<file path="src/rtl/adc_ctrl_pkg.sv">
// Shared types and constants for the dual-ADC frame sequencer.
// States, slave register map and frame-length limit.
package adc_ctrl_pkg;

    typedef enum logic [3:0] {
        ST_IDLE,
        ST_ARM,
        ST_WAIT_IRQ,
        ST_DRAIN,
        ST_CLR,
        ST_CLR_REL,
        ST_NEXT,
        ST_STOP,
        ST_DONE,
        ST_ERR
    } state_t;

    localparam logic [1:0] ADDR_DATA   = 2'd0;
    localparam logic [1:0] ADDR_START  = 2'd1;
    localparam logic [1:0] ADDR_CLRIRQ = 2'd2;

    localparam int FRAME_LEN_MAX = 4095;
    localparam int WCNT_W        = 12;

endpackage

</file>
<file path="src/rtl/adc_seq_outreg.sv">
// One-deep sample output register with read-issue gating.
// At most one read in flight; a read issues only when the slot frees up.
module adc_seq_outreg (
    input  logic        clk,
    input  logic        rst,
    input  logic        en,
    input  logic [31:0] rdata,
    input  logic        ready,
    output logic        rd,
    output logic [31:0] data,
    output logic        valid
);

    logic inflight;

    assign rd = en && !inflight && (!valid || ready);

    always_ff @(posedge clk) begin
        if (rst) begin
            inflight <= 1'b0;
            valid    <= 1'b0;
            data     <= '0;
        end else begin
            inflight <= rd;
            // read data is valid exactly one cycle after the strobe
            if (inflight) begin
                data  <= rdata;
                valid <= 1'b1;
            end else if (ready) begin
                valid <= 1'b0;
            end
        end
    end

endmodule

</file>
<file path="src/rtl/adc_frame_sequencer.sv">
// Avalon-MM master sequencing frame capture from the dual-ADC slave.
// Optional FRAME_CHECKSUM_EN adds a per-frame wrapping sum of samples.
module adc_frame_sequencer
    import adc_ctrl_pkg::*;
#(
    parameter int FRAME_LEN   = 1024,
    parameter int TIMEOUT_CYC = 1 << 20,
    parameter int CNT_W       = 16
) (
    input  logic             clk,
    input  logic             rst,
    input  logic             go,
    input  logic             abort,
    input  logic [CNT_W-1:0] cfg_frames,
    output logic [1:0]       m_address,
    output logic             m_write,
    output logic             m_read,
    output logic [31:0]      m_writedata,
    input  logic [31:0]      m_readdata,
    input  logic             irq,
    output logic [31:0]      s_data,
    output logic             s_valid,
    input  logic             s_ready,
    output logic             s_last,
`ifdef FRAME_CHECKSUM_EN
    output logic [31:0]      frame_sum,
    output logic             frame_sum_vld,
`endif
    output logic             busy,
    output logic             err_timeout,
    output logic [CNT_W-1:0] frames_done
);

    localparam int TMR_W = $clog2(TIMEOUT_CYC + 1);
    localparam int LEN_I = (FRAME_LEN > FRAME_LEN_MAX) ? FRAME_LEN_MAX : FRAME_LEN;
    localparam logic [TMR_W-1:0]  TMR_LAST = TMR_W'(TIMEOUT_CYC - 1);
    localparam logic [WCNT_W-1:0] LEN      = WCNT_W'(LEN_I);
    localparam logic [WCNT_W-1:0] LAST_IDX = WCNT_W'(LEN_I - 1);

    state_t             state;
    state_t             nxt;
    logic [TMR_W-1:0]   timer;
    logic [WCNT_W-1:0]  issue_cnt;
    logic [WCNT_W-1:0]  word_cnt;
    logic [CNT_W-1:0]   frames_inc;
    logic               abort_pend;
    logic               go_ok;
    logic               beat;
    logic               frame_end;
    logic               run_end;
    logic               tmo;
    logic               rd_en;

    assign busy       = !(state == ST_IDLE || state == ST_DONE || state == ST_ERR);
    assign go_ok      = go && !busy;
    assign beat       = s_valid && s_ready;
    assign frame_end  = beat && (word_cnt == LAST_IDX);
    assign s_last     = s_valid && (word_cnt == LAST_IDX);
    assign frames_inc = (&frames_done) ? frames_done : frames_done + 1'b1;
    assign run_end    = abort || abort_pend
                     || (cfg_frames != '0 && frames_inc == cfg_frames);
    assign tmo        = (state == ST_WAIT_IRQ) && !abort && !irq
                     && (timer == TMR_LAST);

    always_comb begin
        nxt         = state;
        m_write     = 1'b0;
        m_address   = ADDR_DATA;
        m_writedata = '0;
        rd_en       = 1'b0;
        unique case (state)
            ST_IDLE, ST_DONE, ST_ERR: begin
                if (go_ok) nxt = ST_ARM;
            end
            ST_ARM: begin
                m_write     = 1'b1;
                m_address   = ADDR_START;
                m_writedata = 32'd1;
                nxt         = ST_WAIT_IRQ;
            end
            ST_WAIT_IRQ: begin
                if (abort)    nxt = ST_STOP;
                else if (irq) nxt = ST_DRAIN;
                else if (tmo) nxt = ST_STOP;
            end
            ST_DRAIN: begin
                rd_en = (issue_cnt != LEN);
                if (frame_end) nxt = ST_CLR;
            end
            ST_CLR: begin
                m_write     = 1'b1;
                m_address   = ADDR_CLRIRQ;
                m_writedata = 32'd1;
                nxt         = ST_CLR_REL;
            end
            ST_CLR_REL: begin
                m_write   = 1'b1;
                m_address = ADDR_CLRIRQ;
                nxt       = ST_NEXT;
            end
            ST_NEXT: begin
                nxt = run_end ? ST_STOP : ST_WAIT_IRQ;
            end
            ST_STOP: begin
                m_write   = 1'b1;
                m_address = ADDR_START;
                nxt       = err_timeout ? ST_ERR : ST_DONE;
            end
            default: nxt = ST_IDLE;
        endcase
    end

    always_ff @(posedge clk) begin
        if (rst) begin
            state       <= ST_IDLE;
            timer       <= '0;
            issue_cnt   <= '0;
            word_cnt    <= '0;
            frames_done <= '0;
            err_timeout <= 1'b0;
            abort_pend  <= 1'b0;
        end else begin
            state <= nxt;
            timer <= (state == ST_WAIT_IRQ && nxt == ST_WAIT_IRQ) ? timer + 1'b1 : '0;
            if (frame_end)   issue_cnt <= '0;
            else if (m_read) issue_cnt <= issue_cnt + 1'b1;
            if (frame_end)   word_cnt <= '0;
            else if (beat)   word_cnt <= word_cnt + 1'b1;
            if (go_ok)                 frames_done <= '0;
            else if (state == ST_NEXT) frames_done <= frames_inc;
            if (go_ok)    err_timeout <= 1'b0;
            else if (tmo) err_timeout <= 1'b1;
            // abort seen alongside go or mid-frame is held until the frame boundary
            if (go_ok)      abort_pend <= abort;
            else if (!busy) abort_pend <= 1'b0;
            else if (abort) abort_pend <= 1'b1;
        end
    end

    adc_seq_outreg u_outreg (
        .clk   (clk),
        .rst   (rst),
        .en    (rd_en),
        .rdata (m_readdata),
        .ready (s_ready),
        .rd    (m_read),
        .data  (s_data),
        .valid (s_valid)
    );

`ifdef FRAME_CHECKSUM_EN
    logic [31:0] sum;

    always_ff @(posedge clk) begin
        if (rst)                                       sum <= '0;
        else if (state == ST_ARM || state == ST_CLR_REL) sum <= '0;
        else if (beat)                                 sum <= sum + s_data;
    end

    assign frame_sum     = sum;
    assign frame_sum_vld = (state == ST_CLR);
`endif

endmodule
</file>
<file path="config.mk">
export PLATFORM = sky130hd
export DESIGN_NAME = adc_frame_sequencer
export DESIGN_NICKNAME = d
export VERILOG_FILES = /design/src/rtl/adc_ctrl_pkg.sv /design/src/rtl/adc_seq_outreg.sv /design/src/rtl/adc_frame_sequencer.sv
export SDC_FILE = /design/constraint.sdc
export NUM_CORES = 1
export LEC_CHECK = 0
export CELL_PAD_IN_SITES_DETAIL_PLACEMENT = 1
export CELL_PAD_IN_SITES_GLOBAL_PLACEMENT = 2
export CORE_MARGIN = 4
export CORE_UTILIZATION = 31
export CTS_CLUSTER_SIZE = 24
export DETAILED_ROUTE_END_ITERATION = 16
export PLACE_DENSITY = 0.9
export SYNTH_ARGS = -nofsm -noshare
export SYNTH_HDL_FRONTEND = slang
export SYNTH_SLANG_ARGS = --single-unit
</file>
<file path="constraint.sdc">
create_clock -name clk -period 7.1 [get_ports clk]
set_input_delay 1.42 -clock clk [delete_from_list [all_inputs] [get_ports clk]]
set_output_delay 1.42 -clock clk [all_outputs]
set_load 0.005 [all_outputs]
</file>
Word-level counts from Yosys, hierarchy flattened

Cells that the tools add are included.

$add $sub $neg: 4
Eq/ne operators: 14
Muxes and demuxes: 18
Bitwise gates (word level): 1
Reductions and logical operators: 34

Operator list:

| operator                | count |
|---|---|
| $pmux W4 S8             | 1 |
| $add A12 B1 Y12 const B | 2 |
| $add A21 B1 Y21 const B | 1 |
| $eq A21 B20 Y1 const B  | 1 |
| $mux W4                 | 5 |
| $add A16 B1 Y16 const B | 1 |
| $eq A16 B16 Y1          | 1 |
| $eq A4 B3 Y1 const B    | 4 |
| $mux W16                | 1 |
| $reduce_and A16 Y1      | 1 |
| $reduce_bool A16 Y1     | 1 |
| $eq A12 B10 Y1 const B  | 1 |
| $eq A4 B2 Y1 const B    | 3 |
| $ne A12 B11 Y1 const B  | 1 |
| $reduce_or A2 Y1        | 6 |
| $logic_and A1 B1 Y1     | 11 |
| $mux W1                 | 9 |
| $eq A4 B4 Y1 const B    | 2 |
| $logic_not A1 Y1        | 5 |
| $logic_or A1 B1 Y1      | 5 |
| $eq A4 B1 Y1 const B    | 1 |
| $logic_not A4 Y1        | 1 |
| $pmux W2 S2             | 1 |
| $reduce_or A4 Y1        | 1 |
| other kinds (5)         | 5 |

Register bits: 101
Input port bits: 54
Output and inout port bits: 88
Logic and storage cells: 81

Depth between registers and ports, before layout

Gate-level depths: netlist (run 1).

Word-level depth: 12
Gate-level depth with buffers: 10
Depth with buffers taken out: 9

Cells and area by module

A second synthesis (run 1) with hierarchy kept.

Cells, all modules: 641
Area, all modules: 5531.6 sq um

By module, submodules not included:

| module              | instances | cells an instance | area an instance (sq um) | sequential area each (sq um) |
|---|---|---|---|---|
| adc_frame_sequencer | 1         | 531               | 4271.6                   | 1341.3 |
| adc_seq_outreg      | 1         | 110               | 1260.0                   | 680.7 |

Least setup slack after synthesis (run 1)

No wires, ideal clock.

Path type: in2out
Start: in s_ready
End: out m_read
Arrival: 2.062 ns
Data required time: 5.680 ns
Setup slack: 3.618 ns
Stages: 4
Buffers on the path: 1
Cells stage by stage: inv_1 -> a21oi_1 -> and4_1 -> clkbuf_1

Cells in the longest elaborated chain, start to end: 2

Ends and longest elaborated chain:

| item                | RTL line                  | text |
|---|---|---|
| start, declared     | adc_frame_sequencer.sv:23 | `input logic s_ready,` |
| $logic_or A1 B1 Y1  | adc_seq_outreg.sv:16      | `assign rd = en && !inflight && (!valid \|\| ready);` |
| $logic_and A1 B1 Y1 | adc_seq_outreg.sv:16      |  |
| end, declared       | adc_frame_sequencer.sv:17 | `output logic m_read,` |

Every way passes these cells.

Final worst setup path (run 1)

Ends and elaborated chain as after synthesis.

==> out/results.ini, run 1 <==
[detailed_routing]
drt-initial-drc-count = 174
routed-via-count = 4627
drt-total-wl_mm = 14.9
routedWlPerCell_um = 15.7
drc = 0
vias_per_cell = 4.89
firstDrtPassIters = 4
ant_nets = 0

[clock_network]
clock_latency_ns = 0.36
htreeDepth = 3
ctsRootBufferMaster = clkbuf_16
numCtsBuffers = 9
clk_path_buf_depth = 2
clk_pin_slew_ns = 0.07
postCtsHoldBufs = 0
cts_tree = done
cts_resized = 0
clock_sinks = 101
cts_setup_buffers = 0

[setup_path]
worst-path-buf-inv = 3
arrival_ns = 3.23
path_delay_family = buffers and inverters
critPathRequiredTime_ns = 5.68
crit_path_cell_trace = clkdlybuf4s50_1, inv_1, a21oi_1, and4_1, clkdlybuf4s50_1
crit_type = input pin to output pin
crit_start = s_ready
cp_slowest_stage_delay_ns = 0.57
worstSetupEndpointType = output pin
crit_path_frequent_cell = clkdlybuf4s50_1
cp_max_fo = 10
cpMaxStageDelayCell = clkdlybuf4s50_1
worstSetupStartpointType = input pin
timing.rr.start = frames_done[0]$_SDFFE_PP0P_

[timing]
fin_crit_sh_pct = 65.5
rsz0062_at_grt = false
slew_headroom_pct = 32.6
min_period_ns = 4.65
fmax_mhz = 215
hold_violations = 0
whs_ns = 0.458
tns_ns = 0
worst_slew_pin_slew_ns = 1.01
finClkSkew_ns = 0.0114
setup_viol = 0
maxSlewViolCount = 0

[global_routing]
grt_pass1_wl_mm = 24.3
grt.total_usage_pct = 15.1
antenna_found_initial = 0
grt_pass1_vias = 4731
grt_max_degree = 45
grt_overflow = 0

[pwr]
max-vdd-ir-drop_uv = 116
power_density_nw_per_um2 = 180
p_leak_uw = 0.00229

[floorplanning]
die_y_um = 140
chipWidth_um = 140
floorplan.initialDensity_pct = 32.0
die_area_um2 = 19500
rows = 47
pin_count = 142
fp.coreArea_um2 = 16800

[place]
io_buffers = 110
hpwl_mm = 11.3
gp_congestion = 0.853
placedCellCount = 931

[yosys]
ys_async_sr_fraction_pct = 0
synthTopCellsByArea = dfxtp_1 38%, nor2_1 8.5%, mux2i_1 6.5%
synth-edff-count = 0
ys.flop_type = dfxtp_1
avgSynthCellArea_um2 = 8.47
netlist_area_um2 = 5360
yosysTopAreaCellShare_pct = 37.7
ys_warn_count = 0
yosysTopAreaCell = dfxtp_1
ys_ff_latch = 101
yosysMostFrequentCell = nor2_1
synth_cell_types = 62
synth_commonest_cells = 121 x nor2_1, 101 x dfxtp_1, 36 x buf_4
ys_seq_area_share_pct = 37.7
synthesis.instances = 633

[flow_run]
drv_cap = 0

[min_path]
min_from = timer[0]$_SDFF_PP0_
hold_path_class = flop to flop

[finish]
drive_above_1_share_pct = 4.82
finalNonFillerCells = 946
fillers = 1961
syn_to_final_growth_pct = 25.3
final_nets = 781
antennaDiodeCount = 0

[outcome]
status = finished clean

[final cells by class]
| class | instances | area, um2 | share of cell area [%] |
|---|---|---|---|
| multi-input cells | 485 | 2970 | 44.2 |
| clock inverters | 6 | 57.6 | 0.857 |
| well taps | 220 | 275 | 4.10 |
| clock buffers | 9 | 225 | 3.35 |
| repair buffers | 113 | 1120 | 16.7 |
| inverters | 12 | 45.0 | 0.670 |
| flip-flops and latches | 101 | 2020 | 30.1 |
[per-layer routing]
metal  track usage, %  routed length [um]  vias up
met5                0                   0        -
met4             5.41                 300        0
met3             3.53                 885       18
met2             24.4                6860      114
met1             19.7                6840     2198
li1                 -                   -     2297
[path summary, 6_finish.rpt]
path | end | slack (ns) | cells past startpoint
max reg2reg | state[0]$_SDFF_PP0_ | 3.67 | 8
min reg2reg | timer[0]$_SDFF_PP0_ | 0.46 | 1
min | timer[0]$_SDFF_PP0_ | 0.46 | 1
max | m_read | 2.45 | 5
[cell usage in the layout (no fill, tap or decap), types with 2 or more instances in the layout]
master | netlist | routed
xor2_1 | 32 | 32
a31oi_1 | 3 | 3
conb_1 | 1 | 31
or4_1 | 3 | 3
and3_1 | 15 | 15
clkdlybuf4s50_1 | 0 | 110
clkinv_4 | 0 | 4
a21oi_1 | 13 | 13
nor4_1 | 9 | 9
nand3_1 | 28 | 28
and4_1 | 6 | 6
a311oi_1 | 2 | 2
clkbuf_16 | 0 | 9
o211ai_1 | 6 | 6
dfxtp_1 | 101 | 100
and4_2 | 2 | 2
o21a_1 | 2 | 2
o22ai_1 | 3 | 3
nor2b_1 | 5 | 5
nand2b_1 | 7 | 7
o21ai_0 | 14 | 14
and2_1 | 3 | 3
mux2i_1 | 35 | 35
or2_2 | 3 | 3
xnor2_1 | 33 | 33
buf_4 | 36 | 3
o2111ai_1 | 2 | 2
inv_8 | 0 | 2
inv_1 | 12 | 12
nand4_1 | 16 | 16
a2111oi_0 | 2 | 2
nand2_1 | 35 | 35
nor2_1 | 121 | 121
nor3_1 | 17 | 17
ha_1 | 5 | 5
or3_1 | 8 | 8
[worst register-to-register path, cell delays in order (launching register included)]
cell and delay (ns):
dfxtp_1 0.51, ha_1 0.44, nand3_2 0.24, nor4_4 0.69, nor3_1 0.13, or4_1 0.53, a2111oi_2 0.37, o2111ai_1 0.23
a21bo_2 0.25
[cells by family (layout without fill, tap and decap cells)]
kind of cell             after synthesis  count (layout)  synth area share (%)
AO/OA/AOI/OAI                         59              59                  7.75
XOR/XNOR                              65              65                  10.6
multiplexers                          36              36                  6.74
other                                  1              31                0.0699
buffers and inverters                 77             140                  9.03
adder cells (fa/ha/maj)                5               5                  1.17
AND/OR/NAND/NOR                      289             289                  26.9
flip-flops                           101             101                  37.7
[report_power, final]
group	leakage, uW	internal [uW]	switching, uW	total, uW
combinational	0.00133	78.0	62.4	140
clock	0.000139	243	234	477
sequential	0.000815	576	18.1	594
[state kept, by name, summed over array words and instances, names as in the netlist]
register,flops
timer,21
err_timeout,1
u_outreg.valid,1
state,4
word_cnt,12
abort_pend,1
u_outreg.inflight,1
issue_cnt,12
u_outreg.data,32
frames_done,16
[metrics by stage]
step	setup slack, ns	area, um2	total power [uW]	util (%)
2_1_floorplan	3.62	5480	682	-
3_3_place_gp	2.47	6440	745	38.4
3_5_place_dp	2.45	6440	748	38.4
4_1_cts	2.45	6720	1230	40.1
5_1_grt	2.32	6720	1270	40.1
6_report	2.45	6720	1210	40.1
Note: power is estimated with default switching activity, not from simulation.
==> inputs of run 2 (changes only) <==
- CORE_UTILIZATION: 31 -> 26
- PLACE_DENSITY: 0.9 -> 0.81
- clock period: 7.1 -> 4.25 ns (I/O delays scaled with it)
==> run 2 against run 1 <==
Flip-flop and latch count did not move. Worst setup slack got worse by 1.5 ns. Clock skew barely moved. Via count fell by 0.15%. Die area rose by 18%. Count of clock-buffer cells in the layout rose by 1. Cell area rose by 1.9%. Register-to-register slack got worse by 2.4 ns. Sequential share of layout area fell by 0.55 points. Sequential power rose by 66%. Core utilization fell by 6.3 points. Largest cell class unchanged. Largest power group unchanged. Highest routed layer unchanged.
==> out/results.ini, run 2 (synthesis results as in run 1) <==
[detailed_routing]
drc = 0  ; unchanged
routed-via-count = 4620  ; was 4,627
firstDrtPassIters = 4  ; unchanged
vias_per_cell = 4.62  ; was 4.89
routedWlPerCell_um = 14.8  ; was 15.7 um
drt-initial-drc-count = 132  ; was 174
ant_nets = 0  ; unchanged
drt-total-wl_mm = 14.8  ; was 14.9 mm

[place]
dp_slack_ns = 0.907  ; was 2.45 ns
gp_congestion = 0.841  ; was 0.853
hpwl_mm = 10.9  ; was 11.3 mm
io_buffers = 110  ; unchanged

[global_routing]
grt_pass1_vias = 4600  ; was 4,731
grt_pass1_wl_mm = 23.7  ; was 24.3 mm
grt_max_degree = 44  ; was 45
antenna_found_initial = 0  ; unchanged
grt.total_usage_pct = 12.8  ; was 15.1%
grt_overflow = 0  ; unchanged

[clock_network]
ctsRootBufferMaster = clkbuf_16  ; unchanged
clock_sinks = 101  ; unchanged
clk_pin_slew_ns = 0.07  ; about the same
cts_resized = 0  ; unchanged
htreeDepth = 3  ; unchanged
clock_latency_ns = 0.35  ; was 0.36 ns
cts_tree = done  ; unchanged
clk_path_buf_depth = 2  ; unchanged
numCtsBuffers = 9  ; unchanged
cts_setup_buffers = 0  ; unchanged
postCtsHoldBufs = 0  ; unchanged

[setup_path]
cpMaxStageDelayCell = clkdlybuf4s50_1  ; unchanged
critPathRequiredTime_ns = 3.40  ; was 5.68 ns
crit_path_frequent_cell = clkdlybuf4s50_1  ; unchanged
worstSetupEndpointType = output pin  ; unchanged
crit_path_cell_trace = clkdlybuf4s50_1, inv_1, a21oi_1, and4_1, clkdlybuf4s50_1  ; unchanged
path_delay_family = buffers and inverters  ; unchanged
cp_slowest_stage_delay_ns = 0.57  ; about the same
arrival_ns = 2.47  ; was 3.23 ns
worst-path-buf-inv = 3  ; unchanged
worstSetupStartpointType = input pin  ; unchanged
crit_type = input pin to output pin  ; unchanged
cp_max_fo = 6  ; was 10

[pwr]
power_density_nw_per_um2 = 308  ; was 180 nW/um2
p_leak_uw = 0.00233  ; was 0.00229 uW
max-vdd-ir-drop_uv = 179  ; was 116 uV

[outcome]
status = finished clean  ; unchanged

[floorplanning]
die_area_um2 = 23000  ; was 19,500 um2
fp.coreArea_um2 = 20200  ; was 16,800 um2
chipWidth_um = 152  ; was 140 um
die_y_um = 152  ; was 140 um
floorplan.initialDensity_pct = 26.5  ; was 32.0%
rows = 52  ; was 47
pin_count = 142  ; unchanged

[finish]
syn_to_final_growth_pct = 27.6  ; was 25.3%
largest_reg_flops = 32  ; unchanged
final_common_cell = nor2_1  ; unchanged
top_register = u_outreg.data  ; unchanged
largestRegisters = u_outreg.data (32), timer (21), frames_done (16)  ; unchanged
drive_above_1_share_pct = 5.47  ; was 4.82%
final_nets = 785  ; was 781
layout_common_cells = 121 x nor2_1, 110 x clkdlybuf4s50_1, 100 x dfxtp_1, 35 x nand2_1, 35 x mux2i_1  ; unchanged
antennaDiodeCount = 0  ; unchanged

[timing]
worst_slack_ns = 0.928  ; was 2.45 ns
min_period_ns = 3.32
rsz0062_at_grt = false  ; unchanged
tns_ns = 0  ; unchanged
worst_slew_pin_slew_ns = 0.705  ; was 1.01 ns
fmax_mhz = 301
setup_viol = 0  ; unchanged
hold_violations = 0  ; unchanged
fin_crit_sh_pct = 78.2
slew_headroom_pct = 52.6  ; was 32.6%
maxSlewViolCount = 0  ; unchanged
finClkSkew_ns = 0.0112  ; was 0.0114 ns

[flow_run]
drv_cap = 0  ; unchanged

[min_path]
hold_path_class = flop to flop  ; unchanged

## run 2: changes by cell type in the layout (fill, tap and decap cells not counted), sizes merged
| cell | previous run | this run |
|---|---|---|
| bufinv | 0 | 1 |
| clkinv | 4 | 2 |
| clkbuf | 9 | 10 |
| buf | 3 | 7 |
| inv | 14 | 15 |
## run 2: per-layer routing
metal | global-route usage, % | vias to the layer above | routed length, um
met5 | 0 | - | 0
li1 | - | 2302 | -
met2 | 21.2 | 125 | 6720
met3 | 3.66 | 10 | 1010
met4 | 2.83 | 0 | 136
met1 | 16.8 | 2183 | 6920
## run 2: through the flow
step	util (%)	hold slack [ns]	power, uW	cell area, um2	instances
finish	33.8	0.468	2110	6840	1001
global route	33.8	0.493	2220	6840	1001
CTS	33.8	0.473	2160	6840	1001
detailed placement	32.3	0.462	1260	6530	985
global placement	32.3	0.445	1250	6530	985
floorplan	-	0.426	1140	5480	663
## run 2: worst paths after layout
path / from / endpoint / slack, ns / cells past startpoint
worst max-delay path: s_ready / m_read / 0.93 / 5
worst max register to register: frames_done[0]$_SDFFE_PP0P_ / state[0]$_SDFF_PP0_ / 1.27 / 8
worst min-delay path: abort_pend$_SDFFE_PP0P_ / abort_pend$_SDFFE_PP0P_ / 0.47 / 2
worst min register to register: abort_pend$_SDFFE_PP0P_ / abort_pend$_SDFFE_PP0P_ / 0.47 / 2
## run 2: cell type report
type / count / area [um2]
clock inverter: 6 / 76.3
timing repair buffer: 117 / 1150
sequential: 101 / 2020
clock buffer: 10 / 239
tap: 270 / 338
fill: 2413 / 13400
multi-input combinational: 485 / 2970
inverter: 12 / 45.0
## run 2: where the power goes
part	total (uW)	internal (uW)	switching, uW	leakage [uW]
logic	243	131	112	0.00136
registers	985	963	22.1	0.000815
clock network	883	484	399	0.000156
total	2110	1580	533	0.00233
## run 2: worst register-to-register path, stage by stage, from the launching register on
cell and delay [ns]:
dfxtp_1 0.49, ha_1 0.26, nand3_2 0.19, nor4_4 0.53, nor3_1 0.12, or4_1 0.50, a2111oi_2 0.37, o2111ai_1 0.22
a21bo_2 0.25
==> patch, RTL diff (config.mk and constraints of run 2) <==
Add a define of `FRAME_CHECKSUM_EN`.
--- a/src/rtl/adc_frame_sequencer.sv
+++ b/src/rtl/adc_frame_sequencer.sv
@@ -1,5 +1,7 @@
 // Avalon-MM master sequencing frame capture from the dual-ADC slave.
 // Optional FRAME_CHECKSUM_EN adds a per-frame wrapping sum of samples.
+`define FRAME_CHECKSUM_EN
+
 module adc_frame_sequencer
     import adc_ctrl_pkg::*;
 #(
Check against the original RTL (old outputs only; new: frame_sum and frame_sum_vld): equivalent (Yosys induction, for registers that start in step).
==> patch against run 2 <==
Synthesized area grew 47%. Sequential power grew 30%. Routed wire length grew 60%. Synthesized cell count grew 51%. Final area grew 47%. Power grew 45%. Sequential cell count grew 32. Via count grew 53%. Setup slack lost 0.12 ns. Clock skew grew 0.0042 ns. First-iteration DRC count grew 77%. Register-to-register slack lost 0.05 ns. Global-route usage grew 1.4 points. Critical endpoint unchanged.
==> patch: results (changes against run 2) <==
Status
  – Status: finished, final reports clean (unchanged)

Routing
  – Routed met1 length: 10,900 um (was 6920 um)
  – Post-DR vias/cell: 4.75 (was 4.62)
  – Vias: 7,060 (was 4,620)
  – DRT Wirelength: 23,600 um (was 14,800 um)
  – Drt initial violations: 233 (was 132)
  – Met3 WL: 1300 um (was 1010 um)
  – DR WL met2: 11,200 um (was 6720 um)

Min path
  – Hold depth: 1 (was 2)

Synth
  – Synth top area cells: dfxtp_1 34%, ha_1 5.7%, nor2_1 5.6% (was dfxtp_1 38%, nor2_1 8.5%, mux2i_1 6.5%)
  – Syn avg cell area: 8.24 um^2 (was 8.47 um^2)
  – Cell variety after synth: 73 (was 62)
  – Sequential share of the synthesized area: 0.339 (was 0.377)
  – Synth cell count leaders: 133 x dfxtp_1, 118 x nor2_1, 92 x nand2_1 (was 121 x nor2_1, 101 x dfxtp_1, 36 x buf_4)

Global routing
  – Vias in the first global route: 7,267 (was 4,600)
  – First-pass GRT wire length: 38,600 um (was 23,700 um)
  – GRT Util Overall: 0.142 (was 0.128)
  – Maximum number of pins on one net before global-route repair: 45 (was 44)

Setup path
  – Worst Path Max Fanout: 3 (was 6)
  – Reg2Reg Depth: 12 (was 8)

STA
  – Relative slew slack: 0.366 (was 0.526)
  – Setup Skew: 0.0154 ns (was 0.0112 ns)

Placement
  – PortBufs: 143 (was 110)
  – Dpl ws: 0.714 ns (was 0.907 ns)
  – RD Place Congestion: 0.797 (was 0.841)
  – Placed Instance Area: 9480 um^2 (was 6530 um^2)
  – Post-Place Cells: 1,453 (was 985)

Finish
  – Multi-input logic area: 4770 um^2 (was 2970 um^2)
  – # nets final: 1,173 (was 785)
  – Filler instances: 3,495 (was 2,413)
  – Layout cells sized above 1: 0.0584 (was 0.0547)

CTS
  – Num CTS Buffers: 17 (was 9)
  – H-tree depth: 4 (was 3)
  – Clock Latency Late Sink: 0.43 ns (was 0.35 ns)

Pwr
  – Worst VDD drop: 0.000243 V (was 0.000179 V)
  – Pleak: 3.85 nW (was 2.33 nW)
## patch: cell count changes in the layout (fill, tap and decap cells not counted), moves of 19 or more
cell,before,now
a21oi_1,13,72
nand2_1,35,92
clkdlybuf4s50_1,110,142
dfxtp_1,100,132
ha_1,5,36
a21o_1,0,22
o21ai_0,14,35
nand3_1,28,47
## patch: critical path, cell delays in order
cell,delay (ns)
clkdlybuf4s50_1,0.52
inv_1,0.07
a21oi_1,0.19
nor4bb_2,0.39
clkdlybuf4s50_1,0.57
## patch: final timing paths
check / to / slack (ns) / start
setup / recovery: m_read / 0.81 / s_ready
hold / removal: timer[0] / 0.47 / timer[0]
setup reg to reg: frame_sum[28] / 1.22 / u_outreg.data[0]
hold reg to reg: timer[0] / 0.47 / timer[0]
## patch: where the power goes
group	leakage (nW)	total, mW	internal (mW)	switching [mW]
combinational	2.49	0.237	0.112	0.125
sequential	1.07	1.28	1.26	0.0195
clock	0.293	1.54	0.848	0.696
## patch: area by class of cell
class	instances	share of cell area
clock buffer	17	0.0422
timing repair buffer	151	0.147
multi-input combinational	760	0.473
sequential	133	0.264
tap	390	0.0484
clock inverter	15	0.0176
inverter	19	0.00708
## patch: kinds of logic (layout without fill, tap and decap cells)
kind of cell / count (synthesis) / after routing / share of synthesized area
other: 1 / 31 / 0.000477
AOI/OAI and AO/OA: 188 / 188 / 0.150
and+or+nand+nor: 383 / 383 / 0.240
DFF: 133 / 133 / 0.339
xor gates and xnor gates: 81 / 81 / 0.0903
adders and majority gates: 37 / 37 / 0.0599
muxes: 40 / 40 / 0.0511
buffers and inverters: 91 / 202 / 0.0696
## patch: metal layers
metal / global-route usage / up-vias
li1: - / 3555
met1: 0.178 / 3354
met2: 0.240 / 135
met3: 0.0455 / 16
met4: 0.0294 / 0
met5: 0 / -
